[src/rtl/stream_packer_pkg.sv]
// Shared constants and the flush-padding helper for the 8-to-32 stream packer.
package stream_packer_pkg;

  localparam int LANES        = 4;
  localparam int LANE_W       = 2;
  localparam logic [7:0] PAD_DEFAULT = 8'h00;
  localparam int STAT_WORDS_W = 32;
  localparam int STAT_PADS_W  = 16;

  // Lanes below `lane` carry assembled bytes; lane `lane` and above get the pad value.
  function automatic logic [31:0] pad_word(input logic [23:0]       asm,
                                           input logic [LANE_W-1:0] lane,
                                           input logic [7:0]        pad);
    logic [31:0] w;
    w = {pad, asm};
    for (int i = 0; i < LANES; i++) begin
      if (i >= int'(lane)) w[i*8 +: 8] = pad;
    end
    return w;
  endfunction

endpackage

[src/rtl/stream_packer_stats.sv]
// Word/pad event counters for the stream packer; built only when STREAM_PACKER_STATS_EN is defined.
module stream_packer_stats
  import stream_packer_pkg::*;
(
  input  logic                    bus_clk,
  input  logic                    bus_rst_n,
  input  logic                    clr,
  input  logic                    inc_word,
  input  logic                    inc_pad,
  output logic [STAT_WORDS_W-1:0] stat_words,
  output logic [STAT_PADS_W-1:0]  stat_pads
);

  logic [STAT_WORDS_W-1:0] words_q, words_d;
  logic [STAT_PADS_W-1:0]  pads_q, pads_d;

  // A clear on the open edge wins over a same-cycle increment.
  always_comb begin
    words_d = words_q;
    pads_d  = pads_q;
    if (clr) begin
      words_d = '0;
      pads_d  = '0;
    end else begin
      if (inc_word) words_d = words_q + 1'b1;
      if (inc_pad)  pads_d  = pads_q + 1'b1;
    end
  end

  always_ff @(posedge bus_clk or negedge bus_rst_n) begin
    if (!bus_rst_n) begin
      words_q <= '0;
      pads_q  <= '0;
    end else begin
      words_q <= words_d;
      pads_q  <= pads_d;
    end
  end

  assign stat_words = words_q;
  assign stat_pads  = pads_q;

endmodule

[src/rtl/stream_packer_8to32.sv]
// Packs an 8-bit Xillybus write stream little-endian into 32-bit FIFO words, flushing on close.
// Optional counters are built when STREAM_PACKER_STATS_EN is defined; otherwise stat outputs read 0.
module stream_packer_8to32
  import stream_packer_pkg::*;
#(
  parameter logic [7:0] PAD_BYTE       = PAD_DEFAULT,
  parameter bit         FLUSH_ON_CLOSE = 1'b1
) (
  input  logic        bus_clk,
  input  logic        bus_rst_n,
  input  logic        in_wren,
  input  logic [7:0]  in_data,
  input  logic        in_open,
  output logic        in_full,
  output logic        out_wr_en,
  output logic [31:0] out_din,
  input  logic        out_full,
  output logic        idle,
  output logic [31:0] stat_words,
  output logic [15:0] stat_pads
);

  logic [LANE_W-1:0] lane_q, lane_d;
  logic [23:0]       asm_word_q, asm_word_d;
  logic              pend_vld_q, pend_vld_d;
  logic [31:0]       pend_word_q, pend_word_d;
  logic              flush_req_q, flush_req_d;
  logic              open_d_q;

  logic accept;
  logic load_flush;
  logic close_evt;

  assign in_full    = (pend_vld_q && (lane_q == 2'd3)) || flush_req_q;
  assign out_wr_en  = pend_vld_q && !out_full;
  assign out_din    = pend_word_q;
  assign idle       = (lane_q == 2'd0) && !pend_vld_q && !flush_req_q;
  assign accept     = in_wren && !in_full;
  assign load_flush = flush_req_q && !pend_vld_q;

  always_comb begin
    lane_d      = lane_q;
    asm_word_d  = asm_word_q;
    pend_vld_d  = pend_vld_q;
    pend_word_d = pend_word_q;
    flush_req_d = flush_req_q;
    close_evt   = 1'b0;

    if (out_wr_en) pend_vld_d = 1'b0;

    if (load_flush) begin
      pend_word_d = pad_word(asm_word_q, lane_q, PAD_BYTE);
      pend_vld_d  = 1'b1;
      lane_d      = '0;
      asm_word_d  = '0;
      flush_req_d = 1'b0;
    end else if (accept) begin
      case (lane_q)
        2'd0: asm_word_d[7:0]   = in_data;
        2'd1: asm_word_d[15:8]  = in_data;
        2'd2: asm_word_d[23:16] = in_data;
        default: begin
          pend_word_d = {in_data, asm_word_q};
          pend_vld_d  = 1'b1;
        end
      endcase
      lane_d = lane_q + 1'b1;
    end

    // Close looks at the lane after any same-cycle accept so no accepted byte is lost.
    close_evt = open_d_q && !in_open && (lane_d != '0) && !flush_req_q;
    if (close_evt) begin
      if (FLUSH_ON_CLOSE) begin
        flush_req_d = 1'b1;
      end else begin
        lane_d     = '0;
        asm_word_d = '0;
      end
    end
  end

  always_ff @(posedge bus_clk or negedge bus_rst_n) begin
    if (!bus_rst_n) begin
      lane_q      <= '0;
      asm_word_q  <= '0;
      pend_vld_q  <= 1'b0;
      pend_word_q <= '0;
      flush_req_q <= 1'b0;
      open_d_q    <= 1'b0;
    end else begin
      lane_q      <= lane_d;
      asm_word_q  <= asm_word_d;
      pend_vld_q  <= pend_vld_d;
      pend_word_q <= pend_word_d;
      flush_req_q <= flush_req_d;
      open_d_q    <= in_open;
    end
  end

`ifdef STREAM_PACKER_STATS_EN
  logic open_rise;
  assign open_rise = !open_d_q && in_open;

  stream_packer_stats u_stats (
    .bus_clk    (bus_clk),
    .bus_rst_n  (bus_rst_n),
    .clr        (open_rise),
    .inc_word   (out_wr_en),
    .inc_pad    (load_flush),
    .stat_words (stat_words),
    .stat_pads  (stat_pads)
  );
`else
  assign stat_words = '0;
  assign stat_pads  = '0;
`endif

endmodule

[config.mk]
export PLATFORM = sky130hd
export DESIGN_NAME = stream_packer_8to32
export DESIGN_NICKNAME = d
export VERILOG_FILES = /design/src/rtl/stream_packer_pkg.sv /design/src/rtl/stream_packer_stats.sv /design/src/rtl/stream_packer_8to32.sv
export SDC_FILE = /design/constraint.sdc
export NUM_CORES = 1
export LEC_CHECK = 0
export CORE_MARGIN = 10
export CORE_UTILIZATION = 50
export DETAILED_ROUTE_END_ITERATION = 12
export GPL_ROUTABILITY_DRIVEN = 0
export PLACE_DENSITY = 0.91
export SLEW_MARGIN = 15
export SYNTH_ARGS = -nofsm -noshare
export SYNTH_HDL_FRONTEND = slang
export SYNTH_HIERARCHICAL = 1
export SYNTH_SLANG_ARGS = --single-unit
[constraint.sdc]
create_clock -name bus_clk -period 4.15 [get_ports bus_clk]
set_input_delay 0.6225 -clock bus_clk [delete_from_list [all_inputs] [get_ports bus_clk]]
set_output_delay 0.6225 -clock bus_clk [all_outputs]
set_load 0.01 [all_outputs]
==> results.ini <==
[cells_and_area]
fillCellCount = 538
fin_nets = 390
final_cells = 450
areaGrowthSynthToFinish_pct = 16.1
layout_common_cells = 90 x nand2_1, 61 x dfrtp_1, 48 x a21oi_1, 48 x conb_1, 46 x clkdlybuf4s50_1
multi_input_area_sq_mm = 0.00116
layout_commonest_cell = nand2_1
drive_gt1_frac = 0.0507
seq_area_sq_mm = 0.00153
final_util = 0.590
diodes = 0

[min_path]
hp-class = input pin to asynchronous set/reset pin

[pwr]
p_per_area_mw_per_mm2 = 717
power.total_uw = 2470
p_leak_uw = 0.00162
ir_drop_uv = 463
clockPowerShare = 0.201
power_switching_uw = 938
seqPwrFrac = 0.391
comb_power_share = 0.409
swShare = 0.379
power.internal_uw = 1540

[die]
die_x_um = 97.1
die_y_um = 97.1
core-area_sq_mm = 0.00585
start_util = 0.508
dieArea_sq_mm = 0.00943
ios = 96
rows = 28

[clock_network]
clock_sinks = 61
htreeDepth = 3
ctsRootBufferMaster = clkbuf_8
clk_latency_ns = 0.34
numCtsBuffers = 9
cts-resized-gates = 0
cts_tree = built
path_clk_slew_ns = 0.06
cts_buffer_depth = 2
postCtsHoldBufs = 0
post-cts-setup-buffers = 0

[setup_path]
crit_arrival_ns = 2.09
max_stage_delay_ns = 0.58
crit_path_max_fanout = 11
path_buf_inv = 2
start_kind = flop
cp_top_family = buffers and inverters
path_cells = inv_1 -> ha_1 -> nor3b_1 -> clkdlybuf4s50_1
crit_slowest_cell = clkdlybuf4s50_1
cp-end-kind = output port
cp.required_ns = 3.53
crit_type = flop to output port

[routing]
drt_iter0_markers = 129
vias = 2234
viasPerCell = 4.96
drtAntennaViolNets = 0
remaining_drc_errors = 0
drt_first_pass_iters = 4
drt-total-wl_um = 6690
wire_per_inst_um = 14.9

[synthesis]
syn_area_per_cell_sq_um = 8.98
syn-cell-area_sq_mm = 0.00297
synth.top_cell.area_share = 0.513
synth_cells = 331
ys_seq_area_frac = 0.513
synth_warnings = 6
yosysUniqueCellTypes = 24
synth_area_leaders = dfrtp_1 51%, buf_4 13%, nand2_1 11%
synth_top_area_cell = dfrtp_1
ys_ff_latch = 61

[placed_design]
port-buffer-count = 47
dpl_worst_slack_ns = 1.79
hpwl_um = 4880
post-place-cells = 436

[timing]
layout_min_cycle_time_ns = 2.72
hold_violations = 0
slew_headroom = 0.428
max_freq_mhz = 368
skew_ns = 0.00794
rsz0062_at_grt = false
slew_viol_final = 0
finalSetupViolCount = 0
tightest_slew_ns = 0.853
period_share = 0.654
fin_tns_setup_ns = 0
setup_slack_ns = 1.43

[global_route]
grt_antenna_before_repair = 0
grt_start_max_net_pins = 62
track_usage = 0.142
grt_pass1_vias = 2299
gr-total-overflow = 0
grt_first_pass_wirelength_um = 11000

[job]
drv_cap = 0

[run_status]
status = finished, final reports clean

[power by group through the flow]
stage	combinational [uW]	clock (uW)	sequential (uW)
5_1_grt	1140	526	998
2_1_floorplan	642	0	991
4_1_cts	1030	502	969
3_3_place_gp	985	0	962
3_5_place_dp	1020	0	977
6_report	1010	496	967
[path summary, 6_finish.rpt]
| kind | start | endpoint | slack [ns] | cells after the start |
|---|---|---|---|---|
| worst min register to register | out_din[3] | out_din[3] | 0.46 | 2 |
| max in group asynchronous | bus_rst_n | out_din[26] | 3.23 | 2 |
| worst max-delay path | lane_q[0] | idle | 1.43 | 4 |
| worst min-delay path | bus_rst_n | out_din[6] | 0.43 | 2 |
| worst max register to register | flush_req_q | out_din[0] | 2.06 | 5 |
| min in group bus_clk | out_din[3] | out_din[3] | 0.46 | 2 |
[sequential cells by signal, indices dropped and copies added, names as in the netlist]
| name | cells |
|---|---|
| pend_vld_q | 1 |
| out_din | 32 |
| open_d_q | 1 |
| lane_q | 2 |
| flush_req_q | 1 |
| asm_word_q | 24 |
[worst register-to-register path, delay by kind of cell (launching register included)]
| family | cells | cell delay [ns] |
|---|---|---|
| buffers and inverters | 1 | 0.33 |
| AND/OR/NAND/NOR | 4 | 1.16 |
| flip-flops | 1 | 0.50 |
[Yosys cell counts]
library cell	n
o21ai_1	1
buf_2	7
dfrtp_1	61
a22o_1	1
a21boi_0	1
a21oi_1	48
and2_1	1
buf_4	53
o22ai_1	1
clkbuf_1	6
o21ai_0	1
nand3_1	40
ha_1	5
o21a_1	1
nor3b_1	2
mux2i_1	1
a21o_1	1
nand2_1	90
inv_1	3
nor2b_1	3
o21ai_2	1
a21o_2	1
nor2_8	1
conb_1	1
[per-stage QoR]
| step | hold WS [ns] | area (sq um) |
|---|---|---|
| after detailed placement | 0.457 | 3270 |
| after CTS | 0.459 | 3450 |
| after global routing | 0.487 | 3450 |
| after floorplan | 0.327 | 3150 |
| final | 0.425 | 3450 |
| after global placement | 0.450 | 3270 |
[cell families (layout without fill, tap and decap cells)]
group                      count (synthesis)  count (layout)  share of synthesized area
and+or+nand+nor                          137             137                      0.201
buffers and inverters                     69              66                      0.157
adders and majority gates                  5               5                     0.0210
DFF                                       61              61                      0.513
AOI/OAI and AO/OA                         57              57                      0.103
muxes                                      1               1                    0.00337
other                                      1              48                    0.00126
[area by class of cell]
class | count | area share
clock buffers | 12 | 0.0421
clock inverters | 2 | 0.0102
inverters | 3 | 0.00326
multi-input cells | 248 | 0.336
flip-flops and latches | 61 | 0.442
well taps | 75 | 0.0272
repair buffers | 49 | 0.139
[metal layers]
layer | GRT usage | wire, um | vias up
met5 | 0 | 0 | -
met4 | 0.0692 | 126 | 0
met3 | 0.0562 | 645 | 13
met2 | 0.239 | 3420 | 75
met1 | 0.152 | 2490 | 1077
li1 | - | - | 1069
No activity file was read; power rests on OpenSTA's default activity.
